--- src/rtl/morse_rx.sv ---
// morse_rx: Morse-code receiver decoding letters A..H to a 3-bit code.
// Samples the keyed line once per time unit, measures mark/space run
// lengths, classifies marks as dot/dash and decodes on a letter gap.
// Optional feature: define MORSE_RX_SYNC_EN to pass the line through a
// 2-flop synchroniser (adds 2 clk cycles of latency to every decode event).
module morse_rx #(
    parameter int UNIT_CYCLES = 1,
    parameter int DASH_MIN    = 2,
    parameter int GAP_UNITS   = 4
) (
    input  logic       clk,
    input  logic       resetn,
    input  logic       line,
    output logic [2:0] letter,
    output logic       valid,
    output logic       error,
    output logic       busy
);

    localparam int             PW       = (UNIT_CYCLES > 1) ? $clog2(UNIT_CYCLES) : 1;
    localparam logic [PW-1:0]  PRE_LAST = PW'(UNIT_CYCLES - 1);
    localparam logic [2:0]     DASH_RUN = 3'(DASH_MIN);
    localparam logic [2:0]     GAP_RUN  = 3'(GAP_UNITS);

    typedef enum logic [1:0] {
        S_IDLE  = 2'd0,
        S_MARK  = 2'd1,
        S_SPACE = 2'd2,
        S_EMIT  = 2'd3
    } state_t;

    logic          line_s;
    logic          tick;
    logic [PW-1:0] pre_q, pre_d;
    state_t        state_q, state_d;
    logic [2:0]    run_q, run_d;
    logic [3:0]    pattern_q, pattern_d;
    logic [2:0]    count_q, count_d;
    logic          ovf_q, ovf_d;
    logic [2:0]    letter_q, letter_d;
    logic          error_q, error_d;
    logic          valid_q, valid_d;
    logic          busy_q, busy_d;

`ifdef MORSE_RX_SYNC_EN
    logic sync1_q, sync2_q;

    // Two-stage synchroniser for an asynchronous keyed line.
    always_ff @(posedge clk or negedge resetn) begin
        if (!resetn) begin
            sync1_q <= 1'b0;
            sync2_q <= 1'b0;
        end else begin
            sync1_q <= line;
            sync2_q <= sync1_q;
        end
    end

    assign line_s = sync2_q;
`else
    assign line_s = line;
`endif

    // Pattern/count/overflow to letter code; anything else is an error.
    function automatic logic [3:0] lookup(input logic [2:0] cnt,
                                          input logic [3:0] pat,
                                          input logic       ovf);
        logic [3:0] res;
        res = {3'd0, 1'b1};
        if (!ovf) begin
            case ({cnt, pat})
                {3'd2, 4'b0001}: res = {3'd0, 1'b0}; // A .-
                {3'd4, 4'b1000}: res = {3'd1, 1'b0}; // B -...
                {3'd4, 4'b1010}: res = {3'd2, 1'b0}; // C -.-.
                {3'd3, 4'b0100}: res = {3'd3, 1'b0}; // D -..
                {3'd1, 4'b0000}: res = {3'd4, 1'b0}; // E .
                {3'd4, 4'b0010}: res = {3'd5, 1'b0}; // F ..-.
                {3'd3, 4'b0110}: res = {3'd6, 1'b0}; // G --.
                {3'd4, 4'b0000}: res = {3'd7, 1'b0}; // H ....
                default:         res = {3'd0, 1'b1};
            endcase
        end
        return res;
    endfunction

    function automatic logic [2:0] sat_inc7(input logic [2:0] v);
        return (v == 3'd7) ? 3'd7 : v + 3'd1;
    endfunction

    assign tick = (pre_q == PRE_LAST);

    // Next-state logic: prescaler, run-length measurement and letter FSM.
    always_comb begin
        pre_d     = tick ? '0 : pre_q + 1'b1;
        state_d   = state_q;
        run_d     = run_q;
        pattern_d = pattern_q;
        count_d   = count_q;
        ovf_d     = ovf_q;
        letter_d  = letter_q;
        error_d   = error_q;
        valid_d   = 1'b0;
        case (state_q)
            S_IDLE: begin
                if (tick && line_s) begin
                    state_d   = S_MARK;
                    run_d     = 3'd1;
                    pattern_d = 4'd0;
                    count_d   = 3'd0;
                    ovf_d     = 1'b0;
                end
            end
            S_MARK: begin
                if (tick) begin
                    if (line_s) begin
                        run_d = sat_inc7(run_q);
                    end else begin
                        // A fifth symbol only flags overflow; pattern keeps the first four.
                        if (count_q >= 3'd4) begin
                            ovf_d = 1'b1;
                        end else begin
                            pattern_d = {pattern_q[2:0], (run_q >= DASH_RUN)};
                        end
                        if (count_q != 3'd5) begin
                            count_d = count_q + 3'd1;
                        end
                        run_d   = 3'd1;
                        state_d = S_SPACE;
                    end
                end
            end
            S_SPACE: begin
                if (tick) begin
                    if (line_s) begin
                        state_d = S_MARK;
                        run_d   = 3'd1;
                    end else begin
                        run_d = sat_inc7(run_q);
                        // Decode on the gap tick so valid appears in the EMIT cycle.
                        if (run_d >= GAP_RUN) begin
                            state_d             = S_EMIT;
                            valid_d             = 1'b1;
                            {letter_d, error_d} = lookup(count_q, pattern_q, ovf_q);
                        end
                    end
                end
            end
            S_EMIT: begin
                state_d = S_IDLE;
            end
            default: begin
                state_d = S_IDLE;
            end
        endcase
        busy_d = (state_d != S_IDLE);
    end

    // State and registered outputs; reset discards any partial letter.
    always_ff @(posedge clk or negedge resetn) begin
        if (!resetn) begin
            pre_q     <= '0;
            state_q   <= S_IDLE;
            run_q     <= 3'd0;
            pattern_q <= 4'd0;
            count_q   <= 3'd0;
            ovf_q     <= 1'b0;
            letter_q  <= 3'd0;
            error_q   <= 1'b0;
            valid_q   <= 1'b0;
            busy_q    <= 1'b0;
        end else begin
            pre_q     <= pre_d;
            state_q   <= state_d;
            run_q     <= run_d;
            pattern_q <= pattern_d;
            count_q   <= count_d;
            ovf_q     <= ovf_d;
            letter_q  <= letter_d;
            error_q   <= error_d;
            valid_q   <= valid_d;
            busy_q    <= busy_d;
        end
    end

    assign letter = letter_q;
    assign valid  = valid_q;
    assign error  = error_q;
    assign busy   = busy_q;

endmodule

--- config.mk ---
export PLATFORM = sky130hd
export DESIGN_NAME = morse_rx
export DESIGN_NICKNAME = d
export VERILOG_FILES = /design/src/rtl/morse_rx.sv
export SDC_FILE = /design/constraint.sdc
export NUM_CORES = 1
export LEC_CHECK = 0
export CAP_MARGIN = 15
export CORE_MARGIN = 2
export CORE_UTILIZATION = 55
export CTS_CLUSTER_DIAMETER = 40
export DETAILED_ROUTE_END_ITERATION = 16
export PLACE_DENSITY = 0.76
export SETUP_SLACK_MARGIN = 0.15
export SYNTH_ARGS = -nofsm -noshare
export SYNTH_HDL_FRONTEND = slang
export SYNTH_SLANG_ARGS = --single-unit
export TNS_END_PERCENT = 30
--- constraint.sdc ---
create_clock -name clk -period 1.9 [get_ports clk]
set_input_delay 0.19 -clock clk [delete_from_list [all_inputs] [get_ports clk]]
set_output_delay 0.19 -clock clk [all_outputs]
set_load 0.02 [all_outputs]
==> results.md, run 1 <==
- The number of cells after detailed placement is 156.
- TritonCTS built the clock tree.
- The post-route netlist has between 10 and 15% of its cells at a drive strength greater than 1.
- For the finished layout, the period the worst path requires is 1.675 ns.
- The number of buffers and inverters on the critical path is 1.
- The critical path goes through inv_1, ha_1, mux2_4, a21oi_2, nor4_1, o41ai_1.
- Fill cells in the final layout number around 150.
- During synthesis, Yosys emitted a total of 0 warnings.
- The tree is rooted in a clkbuf_4.
- The count of nets after finishing is 147.
- Counting every net in the synthesized netlist gives between 100 and 150.
- Summing all multi-input logic gate instances after layout gives 660.6 um2.
- The worst pin sits at a relative slew slack of a little over three fifths.
- The maximum number of pins on one net before global-route repair is 20.
- Of all flip-flops after synthesis, the portion carrying an async set or reset was 100.0%.
- After legalization and detailed placement, the total HPWL measured between 1.5 and 2 mm.
- The filler-free cell count of the finished design is 160.
- The worst setup path is launched from a flop.
- In the synthesized netlist the dominant register cell turns out to be dfrtp_1.
- The number of hold buffers added after cts is 0.
- The worst path arrival time is approximately 1.9 ns.
- The detail-routed via count per cell is 5.963.
- Compared with the post-synthesis result, the final layout area differs by 14.24%.
- Ranked by total cell area, the synthesized netlist is headed by dfrtp_1, ha_1, a21oi_1.
- The register bit count reported by yosys is 19.
- Once the floorplan was initialized, standard cells occupied 58.96% of the core.
- The commonest cells after synthesis are dfrtp_1, a21oi_1, inv_1.
- The dominant cell type by area after synthesis is dfrtp_1.
- Of the available clock period, the critical path in the final layout requires between 80% and 90%.
- A synthesized cell averages between 9 and 10 um2.
- The detailed-route wire length per cell is around 14 um.
- After synthesis, the netlist uses 37 different library cells.
- The clock sink count is 19.
- The initialized floorplan defines 16 standard-cell rows.
- Of all nets on the critical path, the largest fanout is 5.
- The largest stage delay on the critical path is between 0.4 and 0.5 ns.
- The number of global-route vias before repair is about 830.
- The number of clock buffers inserted by TritonCTS is 3.
- The later-pin clock latency in the skew report is 0.29 ns.
- In this run the number of H-tree levels came out at 1.
- The count of buffers from port buffering is 8.
- By instance count, the leading cell after synthesis is dfrtp_1.
- The DRC violation total after the first TritonRoute iteration is 22.
- The remaining antenna violation count after routing is 0.
- The number of pins exceeding their max-slew limit in the final report is 0.
- In this run the cell area of the synthesized design comes to 0.001169 mm2.
- The core region is slightly below 0.002 mm2.
- The power after layout is roughly 1.8 mW.
- The first global-routing pass estimated 3.539 mm of wire.
- The initial antenna violation count is 0.
- The cell area after placement is about 0.0013 mm2.
- In this run the power density over the cells is between 1000 and 1500 mW/mm2.
- The horizontal die dimension is between 50 and 60 um.
- For this run the aggregate overflow at the end of global routing stands at 0.
- The first TritonRoute pass finished after 4 iterations.
- The clock passes through at most 2 buffers.
- The routed via count is 954.
- The hold violation count in the final report is 0.
- The run finished with clean final reports.
- The final wirelength is roughly 2.3 mm.
- The cell with the largest stage delay on the worst path is dfrtp_1.
- The share of the yosys chip area belonging to registers is just over 40%.
- At the pin with the least slew margin, the transition time is 0.5576 ns.
- The final worst clock skew is around 0.0057 ns.
- In the final timing run, aggregate negative setup slack is 0 ns.
- The die covers between 0.002 and 0.003 mm2.
- The critical path class is reg2reg.
- The number of post-CTS setup repair buffers is 0.
- The max-capacitance violation count is 0.
- The leakage power summed over all cells is between 0.5 and 0.6 nW.
- The cell count after synthesis came out at ~130.
- The routability congestion estimate from global placement is 0.7899.
- During I/O placement, the number of pins put on the boundary was 9.
- The height of the chip is 50.10 um.
- Summing all non-filler instances in the final layout gives an area of ~0.0013 mm2.
- STA puts the critical path data required time at 2.09 ns.
- The cell family contributing the most delay on the critical path is compound AO/OA/AOI/OAI gates.
- Setup repair after global routing could not meet its margin everywhere.
- For this run, the top clock speed supported by timing is roughly 600 MHz.
- The total global-route track usage is 18.50%.
- The number of antenna diodes in the final layout is 0.
- STA classifies the critical path endpoint as a flop.
- Yosys mapped a number of flops with a built-in enable equal to 0.
- The register clock-pin slew on the reported worst setup and hold paths is 0.11 ns.
- The final number of setup-violating endpoints is 0.
- The final cell utilization of the core is between 60% and 70%.
- The number of DRC violations after detailed routing is 0.
- The sequential cell area is 476.7 um2.
- The worst hold path belongs to the class in2async.
- Summed over its instances, the top area cell type makes up between 40% and 50% of the synthesized netlist area.
- Across the VDD grid, the largest voltage drop is just over 0.9 mV.
[routing by layer]
| layer | wire length [um] | global-route usage (%) | vias to the layer above | part of all wire (%) |
|---|---|---|---|---|
| met4 | 11 | 5.556 | 0 | 0.48 |
| li1 | - | - | 473 | - |
| met1 | 996 | 21.04 | 458 | 44 |
| met5 | 0 | 0 | - | 0 |
| met2 | 1190 | 34.87 | 21 | 52 |
| met3 | 82 | 2.727 | 2 | 3.6 |
[report_power, final]
part           internal (mW)  leakage [nW]  switching (mW)
Sequential             0.531         0.251           0.195
Clock                 0.0782        0.0177           0.125
Combinational          0.421         0.323           0.486
Total                   1.03         0.591           0.806
[placed cells by master, fill, tap and decap left out, drive strengths merged, types with 2 or more instances in the layout]
master and count:
a211o 2, a21o 2, a21oi 13, a22o 3, a22oi 2, buf 2, clkbuf 3, clkdlybuf4s50 8
dfrtp 19, ha 10, inv 11, mux2i 2, nand2 6, nand2b 3, nand3 5, nand3b 2
nor2 8, nor3 2, o21ai 8, o22ai 6
[what timing repair did]
action	CTS	global route
endpoints found under the setup margin	4	13
hold endpoints to repair	0	0
pin swaps	0	1
gates resized for setup	1	11
[state kept, by name, indices dropped and copies added (netlist names)]
| signal | count |
|---|---|
| ovf_q | 1 |
| valid | 1 |
| state_q | 2 |
| run_q | 3 |
| letter | 3 |
| count_q | 3 |
| pattern_q | 4 |
| busy | 1 |
| error | 1 |
[kinds of logic after synthesis]
kind of cell,synth area share (%)
and+or+nand+nor,13.71
xor gates and xnor gates,0.7496
adders and majority gates,10.71
DFF,40.69
buffers and inverters,6.424
muxes,2.998
AOI/OAI and AO/OA,24.73
[path summary, 6_finish.rpt]
check                           start           end  slack, ns  cells past startpoint
setup / recovery           count_q[1]         error       0.23                      6
hold / removal                 resetn  pattern_q[0]       0.21                      2
setup reg to reg           count_q[1]         error       0.23                      6
hold reg to reg                 error         error       0.49                      2
max in group asynchronous      resetn    state_q[1]       1.47                      2
min in group clk                error         error       0.49                      2
[area by class of cell]
cell class                 count  area share, %
inverter                      11          3.093
clock inverter                 1         0.3749
timing repair buffer          10          7.123
multi-input combinational     89          49.48
clock buffer                   3          1.687
tap                           27          2.530
sequential                    19          35.71
[stage by stage]
step                      hold slack (ns)  worst slack, ns
after floorplan                   -0.1056           0.2776
after global placement             0.4623           0.1913
after detailed placement           0.4670           0.1011
after CTS                          0.2246           0.1308
after global routing               0.2262           0.1494
final                              0.2147           0.2251
Note: power is estimated with default switching activity, not from simulation.
==> inputs of run 2 (changes only) <==
--- a/config.mk
+++ b/config.mk
@@ -5,6 +5,8 @@
 export SDC_FILE = /design/constraint.sdc
 export NUM_CORES = 1
 export LEC_CHECK = 0
+export ABC_AREA = 0
+export ABC_CLOCK_PERIOD_IN_PS = 1900
 export CAP_MARGIN = 15
 export CORE_MARGIN = 2
 export CORE_UTILIZATION = 55
==> results of run 2 <==
No change in the layout: final DEF, timing and power equal those of run 1.
